### src/rtl/dmem_arbiter.sv
// ----------------------------------------------------------------------------
// dmem_arbiter
//
// Shares one single-port data memory (synchronous read, 1-cycle latency)
// between the processor control unit (CPU side) and an external host port
// used for program/data loading and debug readback.
//
// The CPU owns the memory by default through a zero-latency combinational mux.
// A pending host request is granted as soon as the CPU leaves a cycle free.
// If the CPU keeps the memory busy, the host is granted once it has been
// refused STARVE_MAX times. The CPU is then stalled for one cycle.
//
// Every host transaction takes two cycles:
//   S_HOST : host drives the memory
//   S_ACK  : Host_Ack pulses, and the CPU owns the memory again
//
// Host_Req is ignored during S_ACK, which gives the host one cycle to release
// it.
//
// Parameters
//   ADDR_W      memory address width
//   DATA_W      memory word width
//   STARVE_MAX  host refusals tolerated before the CPU is stalled (1..15)
//
// Ports
//   Clock, Reset                      rising-edge clock, synchronous
//                                     active-high reset
//   Cpu_Req/Wr/Addr/WData, Cpu_Stall  CPU access; a stalled CPU holds its
//                                     request
//   Host_Req/Wr/Addr/WData            level request, held until Host_Ack
//   Host_Ack, Host_RData              completion pulse; read data, held until
//                                     the next host read completes
//   Mem_Addr/Wr/WData, Mem_RData      memory side
//   Stall_Count                       saturating count of CPU stall cycles
//
// Optional feature: define DMEM_ARB_STALL_CNT_EN to build the Stall_Count
// counter. Without it, Stall_Count is tied to zero.
// ----------------------------------------------------------------------------
module dmem_arbiter #(
    parameter int ADDR_W     = 8,
    parameter int DATA_W     = 16,
    parameter int STARVE_MAX = 4
) (
    input  logic              Clock,
    input  logic              Reset,
    input  logic              Cpu_Req,
    input  logic              Cpu_Wr,
    input  logic [ADDR_W-1:0] Cpu_Addr,
    input  logic [DATA_W-1:0] Cpu_WData,
    output logic              Cpu_Stall,
    input  logic              Host_Req,
    input  logic              Host_Wr,
    input  logic [ADDR_W-1:0] Host_Addr,
    input  logic [DATA_W-1:0] Host_WData,
    output logic              Host_Ack,
    output logic [DATA_W-1:0] Host_RData,
    output logic [ADDR_W-1:0] Mem_Addr,
    output logic              Mem_Wr,
    output logic [DATA_W-1:0] Mem_WData,
    input  logic [DATA_W-1:0] Mem_RData,
    output logic [7:0]        Stall_Count
);

    typedef enum logic [1:0] {
        S_IDLE = 2'd0,
        S_HOST = 2'd1,
        S_ACK  = 2'd2
    } state_t;

    localparam logic [3:0] STARVE_LIM = 4'(STARVE_MAX);

    state_t            state;
    state_t            state_next;
    logic [3:0]        starve_cnt;
    logic              host_go;
    logic              host_rd;
    logic [DATA_W-1:0] rdata_q;
    logic [ADDR_W-1:0] addr_hold;
    logic [DATA_W-1:0] wdata_hold;

    // Grant the host when the CPU is idle, or when the host has waited long
    // enough.
    assign host_go = (state == S_IDLE) && Host_Req &&
                     (!Cpu_Req || (starve_cnt == STARVE_LIM));

    // ---------------- state register ----------------
    always_ff @(posedge Clock) begin
        if (Reset) begin
            state <= S_IDLE;
        end else begin
            state <= state_next;
        end
    end

    // ---------------- next-state logic ----------------
    always_comb begin
        state_next = state;
        case (state)
            S_IDLE:  if (host_go) state_next = S_HOST;
            S_HOST:  state_next = S_ACK;
            S_ACK:   state_next = S_IDLE;
            default: state_next = S_IDLE;
        endcase
    end

    // ---------------- output logic ----------------
    // With no requester, the memory bus keeps the last address and data it
    // carried. Reset masks every side effect: no write, no stall, no ack.
    always_comb begin
        Mem_Addr  = addr_hold;
        Mem_WData = wdata_hold;
        Mem_Wr    = 1'b0;
        Cpu_Stall = 1'b0;
        Host_Ack  = 1'b0;
        if (state == S_HOST) begin
            Mem_Addr  = Host_Addr;
            Mem_WData = Host_WData;
            Mem_Wr    = Host_Wr;
            Cpu_Stall = Cpu_Req;
        end else begin
            if (Cpu_Req) begin
                Mem_Addr  = Cpu_Addr;
                Mem_WData = Cpu_WData;
                Mem_Wr    = Cpu_Wr;
            end
            Host_Ack = (state == S_ACK);
        end
        if (Reset) begin
            Mem_Wr    = 1'b0;
            Cpu_Stall = 1'b0;
            Host_Ack  = 1'b0;
        end
    end

    // Starvation counter. It counts refusals while the host is pending and
    // restarts from zero once the host is granted.
    always_ff @(posedge Clock) begin
        if (Reset) begin
            starve_cnt <= 4'd0;
        end else begin
            case (state)
                S_IDLE: begin
                    if (Host_Req && !host_go && (starve_cnt != STARVE_LIM)) begin
                        starve_cnt <= starve_cnt + 4'd1;
                    end
                end
                S_HOST:  starve_cnt <= 4'd0;
                default: ;
            endcase
        end
    end

    // Bus hold registers that supply the idle value of Mem_Addr and Mem_WData.
    always_ff @(posedge Clock) begin
        if (Reset) begin
            addr_hold  <= '0;
            wdata_hold <= '0;
        end else begin
            addr_hold  <= Mem_Addr;
            wdata_hold <= Mem_WData;
        end
    end

    // Host read-back path.
    // The read issued in S_HOST returns on Mem_RData during S_ACK. It is
    // passed straight through while Host_Ack is high, and captured at the
    // edge that closes S_ACK. A host write leaves the captured value
    // untouched.
    always_ff @(posedge Clock) begin
        if (Reset) begin
            host_rd <= 1'b0;
            rdata_q <= '0;
        end else begin
            if (state == S_HOST) begin
                host_rd <= !Host_Wr;
            end
            if ((state == S_ACK) && host_rd) begin
                rdata_q <= Mem_RData;
            end
        end
    end

    assign Host_RData = (Host_Ack && host_rd) ? Mem_RData : rdata_q;

`ifdef DMEM_ARB_STALL_CNT_EN
    logic [7:0] stall_cnt;

    // Saturating count of CPU stall cycles.
    always_ff @(posedge Clock) begin
        if (Reset) begin
            stall_cnt <= 8'd0;
        end else if (Cpu_Stall && (stall_cnt != 8'hFF)) begin
            stall_cnt <= stall_cnt + 8'd1;
        end
    end

    assign Stall_Count = stall_cnt;
`else
    assign Stall_Count = 8'd0;
`endif

endmodule
### config.mk
export PLATFORM = sky130hd
export DESIGN_NAME = dmem_arbiter
export DESIGN_NICKNAME = d
export VERILOG_FILES = /design/src/rtl/dmem_arbiter.sv
export SDC_FILE = /design/constraint.sdc
export NUM_CORES = 1
export LEC_CHECK = 0
export CAP_MARGIN = 25
export CORE_UTILIZATION = 43
export DETAILED_ROUTE_END_ITERATION = 16
export PLACE_DENSITY_LB_ADDON = 0.12
export SLEW_MARGIN = 20
export SYNTH_ARGS = -nofsm -noshare
export SYNTH_HDL_FRONTEND = slang
export SYNTH_SLANG_ARGS = --single-unit
### constraint.sdc
create_clock -name Clock -period 3.4 [get_ports Clock]
set_clock_uncertainty 0.15 [all_clocks]
set_input_delay 0.34 -clock Clock [delete_from_list [all_inputs] [get_ports Clock]]
set_output_delay 0.34 -clock Clock [all_outputs]
set_load 0.02 [all_outputs]
# == After elaboration in Yosys (flattened, before gate mapping) ==
# Cells that the tools add are included.
# totals
reg_bits,47
in_bits,70
output_inout_bits,51
wordCells,42
# classes
addsub,1
eq_ne,6
n_mux,16
n_reduce_logical,13
# op_table
op,count
two-way mux 16 bit,3
two-way mux 8 bit,2
one-hot mux 4 bit (2 select lines),1
two-way mux 1 bit,7
logical AND 1 bit,6
adder 4 x 1 -> 4 bit (second input constant),1
== test 4 x 3 -> 1 bit (second input constant),1
two-way mux 4 bit,1
inequality test 4 x 3 -> 1 bit (second input constant),1
one-hot mux 2 bit (2 select lines),1
zero test 1 bit,3
== test 2 x 1 -> 1 bit (second input constant),1
== test 2 bit (second input constant),1
zero test 2 bit,1
two-way mux 2 bit,1
inequality test 2 x 1 -> 1 bit (second input constant),1
inequality test 2 bit (second input constant),1
AND reduction 2 bit,1
nonzero test 2 bit,1
logical OR 1 bit,1

# == Longest topological paths before layout ==
# Gate-level depths: netlist (run 1).
# logic_depth
depth_word,8
depth_mapped,6
depth_no_buf,5

# == Worst setup path after synthesis (run 1) ==
# OpenSTA, ideal clock, no wires.
# synth_timing
path_type,register to output
from,register state[1]
to,output Host_RData[11]
t_arrival_ps,1866
t_required_ps,2910
path_slack_ps,1044
path_stages_with_launch,6
n_path_buf,2
cell_sequence,dfxtp_1 -> nor3b_1 -> and2_1 -> buf_2 -> buf_2 -> mux2_1
# synth_via
elab_chain_len,5
word_cells_on_any_way,6
cone_classes,eq/ne: 2; mux: 3; reduce/logical: 1
# synth_rtl
item,line,text
start: declaration,72,state_t state;
start signal: assignment,91,state <= state_next;
== test 2 bit or == test 2 x 1 -> 1 bit (tied branches),"126, 115",
two-way mux 1 bit *,115,if (state == S_HOST) begin
two-way mux 1 bit *,128,if (Reset) begin
via Host_Ack,55,"output logic Host_Ack,"
logical AND 1 bit *,183,assign Host_RData = (Host_Ack && host_rd) ? Mem_RData : rdata_q;
two-way mux 16 bit *,183,
end: declaration,56,"output logic [DATA_W-1:0] Host_RData,"
# The timed path passes the listed nets; every way through them passes the cells marked *.

# == Worst setup path after layout (run 1) ==
# layout_timing
from,input Reset
to,output Host_RData[15]
# layout_via
elab_chain_len,3
# layout_rtl
item,line,text
start: declaration,45,"input logic Reset,"
two-way mux 1 bit,128,
logical AND 1 bit,183,
two-way mux 16 bit,183,
# Every way passes these cells.

==> results of run 1 <==
## worst max-delay path: cells and delay by family
family / cells / cell delay (ps)
buf+inv: 3 / 1310
mux: 1 / 380
simple gates: 2 / 440
## state kept, by name, indices dropped and copies added, names as in the netlist
| register | flops |
|---|---|
| host_rd | 1 |
| starve_cnt | 4 |
| wdata_hold | 16 |
| rdata_q | 16 |
| addr_hold | 8 |
| state | 2 |
## area by class of cell
cell class | instances | area [µm²] | area share, %
Multi-Input combinational cell | 194 | 1237 | 34.71
Timing Repair Buffer | 119 | 1174 | 32.92
Sequential cell | 47 | 940.9 | 26.40
Tap cell | 70 | 87.58 | 2.457
Clock buffer | 5 | 68.82 | 1.931
Clock inverter | 2 | 37.54 | 1.053
Inverter | 5 | 18.77 | 0.5265
## layout by cell type, fill, tap and decap left out, drive strengths merged, types with 2 or more instances in the layout
cell and n:
inv 5, mux2i 2, o31ai 2, clkdlybuf4s50 112, a21oi 28, clkbuf 5, nor2 2, buf 7
nand3 4, nand2 74, mux2 40, a22o 16, conb 8, nor3 2, ha 2, dfxtp 47
or3 2
## how the worst max path moves through the flow
stage / start / end / slack, ps / depth (start not counted)
5_1_grt: Reset / Host_RData[1] / 360 / 6
6_report: Reset / Host_RData[15] / 430 / 6
4_1_cts: Reset / Host_RData[15] / 430 / 6
3_5_place_dp: Reset / Host_RData[15] / 430 / 6
2_1_floorplan: state[1] / Host_RData[11] / 1040 / 5
3_3_place_gp: Reset / Host_RData[6] / 520 / 6
## metal layers
layer	share of wire (%)	routed length, µm	up-vias	global-route usage [%]
met1	43	2435	980	24.03
met2	48	2770	76	36.21
met5	0	0	-	0
li1	-	-	1107	-
met4	1.1	60	0	6.173
met3	7.8	446	5	7.143
## where the power goes
part / internal, mW / leakage, nW / switching (mW)
Combinational: 0.172 / 1.07 / 0.139
Sequential: 0.573 / 0.384 / 0.00681
Clock: 0.215 / 0.0502 / 0.187
Total: 0.960 / 1.51 / 0.332
## logic make-up after synthesis
family                     after synthesis  share of synthesized area, %
DFF                                     47                         40.63
adders and majority gates                2                         1.080
buffers and inverters                   32                         7.077
AOI/OAI and AO/OA                       48                         13.24
muxes                                   42                         20.31
and+or+nand+nor                         94                         17.51
other                                    1                        0.1619
==> results_dict.tcl, run 1 <==
set metrics [dict create \
    outcome "completed" \
    clk_pin_slew_ps 80 \
    fin_cells 442 \
    cp.arrival_ps 2480 \
    final_area_mm2 0.003565 \
    drive_above_1_share_pct 12.90 \
    n_antenna_cell 0 \
    grt_first_pass_wirelength_mm 8.880 \
    synth_cell_types 31 \
    cts_setup_buffers 0 \
    drv_slew 0 \
    cts_buffer_depth 2 \
    fin_ws_ps 434.5 \
    die_area_mm2 0.005684 \
    min_to "rdata_q[1]" \
    fp.dieW_um 75.39 \
    syn_area_mm2 0.002316 \
    synth_ff_type "dfxtp_1" \
    hold_buffers 0 \
    grt-ovfl-total 0 \
    power_mw 1.292 \
    vdd_drop_max_v 0.0002442 \
    hold_violations 0 \
    fin_util_pct 69.35 \
    yosys-top-cells-area "dfxtp_1 41%, mux2_2 17%, nand2_1 12%" \
    fmax_mhz 337.2 \
    critical-path-max-stage-delay_ps 550 \
    antenna_left 0 \
    io_pins 121 \
    yosysMostFrequentCell "nand2_1" \
    cp-start-kind "input pin" \
    cp_slowest_cell "clkdlybuf4s50_1" \
    grt.total_usage_pct 20.74 \
    crit_path_end_kind "output pin" \
    r2r-end "starve_cnt[1]" \
    whs_path_depth 1 \
    yosys.area.top_type_share_pct 40.63 \
    cts_resized 0 \
    power_density_mw_per_mm2 362.6 \
    rows 26 \
    period_share_pct 87.22 \
    wl_mm 5.712 \
    first_global_vias 2026 \
    root_buffer "clkbuf_8" \
    synth_edf_count 0 \
    slew_headroom_pct 60.14 \
    worst_hold_path_type "flop to flop" \
    min_period_ps 2965 \
    port_buffers 112 \
    h-tree-depth 2 \
    syn2layout_area_growth_pct 53.92 \
    synth_seq_cells 47 \
    die_h_um 75.39 \
    core_mm2 0.005140 \
    required_ps 2910 \
    tightest_slew_ps 597.9 \
    vias_per_cell 4.905 \
    critPathMaxFanout 32 \
    routedWlPerCell_um 12.92 \
    drtPass1Iterations 4 \
    place.gp.congestion 0.7548 \
    crit_chain "clkdlybuf4s50_1, nor3b_1, and2_1, buf_4, mux2_2, clkdlybuf4s50_1" \
    yosysSeqAreaShare_pct 40.63 \
    min-delay-start "rdata_q[1]" \
    r2r_setup_slack_ps 1640 \
    synthArstFlopShare_pct 0 \
    p_leak_nw 1.506 \
    setup_viol 0 \
    via_count 2168 \
    tritoncts "built" \
    yosysWarnings 0 \
    postPlaceCellArea_mm2 0.003458 \
    dp_cells 435 \
    clock-sinks 47 \
    antenna_found_initial 0 \
    fillers 464 \
    cts_inserted_buffers 5 \
    crit_top_cell "clkdlybuf4s50_1" \
    r2r.worst_path.cells 5 \
    nNetsFinal 444 \
    clk_latency_ps 300 \
    path_class "input pin to output pin" \
    grt_max_degree 33 \
    dp_slack_ps 433.2 \
    post-synth-top-area-cell "dfxtp_1" \
    rsz0062_at_grt "false" \
    reg2reg_from "starve_cnt[0]" \
    dp_hpwl_mm 4.061 \
    tns_ps 0 \
    avgSynthCellArea_um2 8.707 \
    syn_inst 266 \
    initial_core_util_pct 45.06 \
    holdWs_ps 325.7 \
    drt_iter0_markers 109 \
    max_cap_violations 0 \
    drc 0 \
    synth_common_cells "74 x nand2_1, 47 x dfxtp_1, 34 x mux2_2" \
]
Note: power is estimated with default switching activity, not from simulation.
==> run 2, diff against run 1 <==
--- a/config.mk
+++ b/config.mk
@@ -7,7 +7,9 @@
 export LEC_CHECK = 0
 export CAP_MARGIN = 25
 export CORE_UTILIZATION = 43
+export CTS_CLUSTER_SIZE = 28
 export DETAILED_ROUTE_END_ITERATION = 16
+export GPL_TIMING_DRIVEN = 0
 export PLACE_DENSITY_LB_ADDON = 0.12
 export SLEW_MARGIN = 20
 export SYNTH_ARGS = -nofsm -noshare
==> results_dict.tcl, run 2 (synthesized netlist as in run 1, its figures left out) <==
set metrics [dict create \
    h-tree-depth 2 \
    clock-sinks 47 \
    whs_path_depth 1 \
    drc 0 \
    vias_per_cell 4.816 \
    cp.arrival_ps 2560 \
    port_buffers 111 \
    drive_above_1_share_pct 14.83 \
    r2r_setup_slack_ps 1530 \
    syn2layout_area_growth_pct 57.48 \
    clk_pin_slew_ps 90 \
    grt.total_usage_pct 22.20 \
    root_buffer "clkbuf_8" \
    cts_resized 0 \
    slew_headroom_pct 59.96 \
    r2r-end "starve_cnt[1]" \
    max_cap_violations 0 \
    r2r.worst_path.cells 6 \
    crit_chain "clkdlybuf4s50_1, nor3b_1, and2_1, buf_2, buf_2, mux2_1, clkdlybuf4s50_1" \
    core_mm2 0.005140 \
    fp.dieW_um 75.39 \
    drtPass1Iterations 6 \
    reg2reg_from "starve_cnt[0]" \
    fin_util_pct 70.96 \
    cts_setup_buffers 0 \
    rsz0062_at_grt "false" \
    cp-start-kind "input pin" \
    grt_max_degree 15 \
    rows 26 \
    crit_path_end_kind "output pin" \
    p_leak_nw 1.567 \
    cts_inserted_buffers 5 \
    via_count 2220 \
    hold_violations 0 \
    dp_hpwl_mm 4.524 \
    n_antenna_cell 0 \
    required_ps 2910 \
    dp_cells 454 \
    initial_core_util_pct 45.06 \
    cts_buffer_depth 2 \
    critPathMaxFanout 10 \
    first_global_vias 2028 \
    critical-path-max-stage-delay_ps 540 \
    place.gp.congestion 0.7115 \
    tns_ps 0 \
    reg.largest.list "rdata_q (16), wdata_hold (16), addr_hold (8)" \
    hold_buffers 0 \
    clk_latency_ps 300 \
    worst_hold_path_type "flop to flop" \
    die_area_mm2 0.005684 \
    layout_common_cells "111 x clkdlybuf4s50_1, 74 x nand2_1, 47 x dfxtp_1, 34 x mux2_2, 28 x a21oi_1" \
    path_class "input pin to output pin" \
    fmax_mhz 327.7 \
    vdd_drop_max_v 0.0002712 \
    routedWlPerCell_um 13.04 \
    fin_cells 461 \
    min-delay-start "rdata_q[5]" \
    tightest_slew_ps 597.8 \
    wl_mm 6.012 \
    die_h_um 75.39 \
    nNetsFinal 463 \
    antenna_left 0 \
    grt_first_pass_wirelength_mm 9.522 \
    final_common_cell "clkdlybuf4s50_1" \
    period_share_pct 89.77 \
    drv_slew 0 \
    outcome "completed" \
    antenna_found_initial 0 \
    setup_viol 0 \
    io_pins 121 \
    grt-ovfl-total 0 \
    min_period_ps 3052 \
    min_to "rdata_q[5]" \
    drt_iter0_markers 87 \
    tritoncts "built" \
    power_density_mw_per_mm2 357.1 \
    cp_slowest_cell "clkdlybuf4s50_1" \
]
==> run 2: cell type report <==
type,instances,area (µm²)
Buffer,27,145.1
Clock buffer,5,68.82
Clock inverter,2,37.54
Fill cell,435,1493
Inverter,5,18.77
Multi-Input combinational cell,194,1237
Sequential cell,47,940.9
Tap cell,70,87.58
Timing Repair Buffer,111,1111
==> run 2: critical path, delay by kind of cell <==
family,cells,cell delay [ps]
multiplexers,1,340
buffers and inverters,4,1460
AND/OR/NAND/NOR,2,420
==> run 2: how the worst max path moves through the flow <==
stage	start	end	slack, ps	depth (start not counted)
global placement	Reset	Host_RData[12]	350	7
CTS	Reset	Host_RData[14]	340	7
floorplan	state[1]	Host_RData[11]	1040	5
finish	Reset	Host_RData[14]	350	7
detailed placement	Reset	Host_RData[13]	350	7
global route	Reset	Host_RData[13]	230	7
==> run 2: stage by stage <==
step	setup WS (ps)	area (µm²)	power, mW	hold slack [ps]
2_1_floorplan	1044	2342	0.7473	279.4
3_3_place_gp	347.9	3541	0.9074	299.6
3_5_place_dp	348.0	3541	0.9114	297.1
4_1_cts	339.0	3647	1.314	326.3
5_1_grt	229.8	3647	1.366	345.7
6_report	348.0	3647	1.302	324.1
==> run 2: report_power, final <==
| group | switching, mW | leakage [nW] | internal, mW |
|---|---|---|---|
| logic | 0.142 | 1.13 | 0.177 |
| registers | 0.00703 | 0.384 | 0.573 |
| clock network | 0.188 | 0.0502 | 0.215 |
| total | 0.337 | 1.57 | 0.966 |
==> run 2: per-layer routing <==
layer	track usage, %	up-vias	part of all wire (%)
met5	0	-	0
met1	28.29	1010	43
li1	-	1142	-
met4	4.321	0	0.37
met2	36.31	66	49
met3	8.201	2	7.4
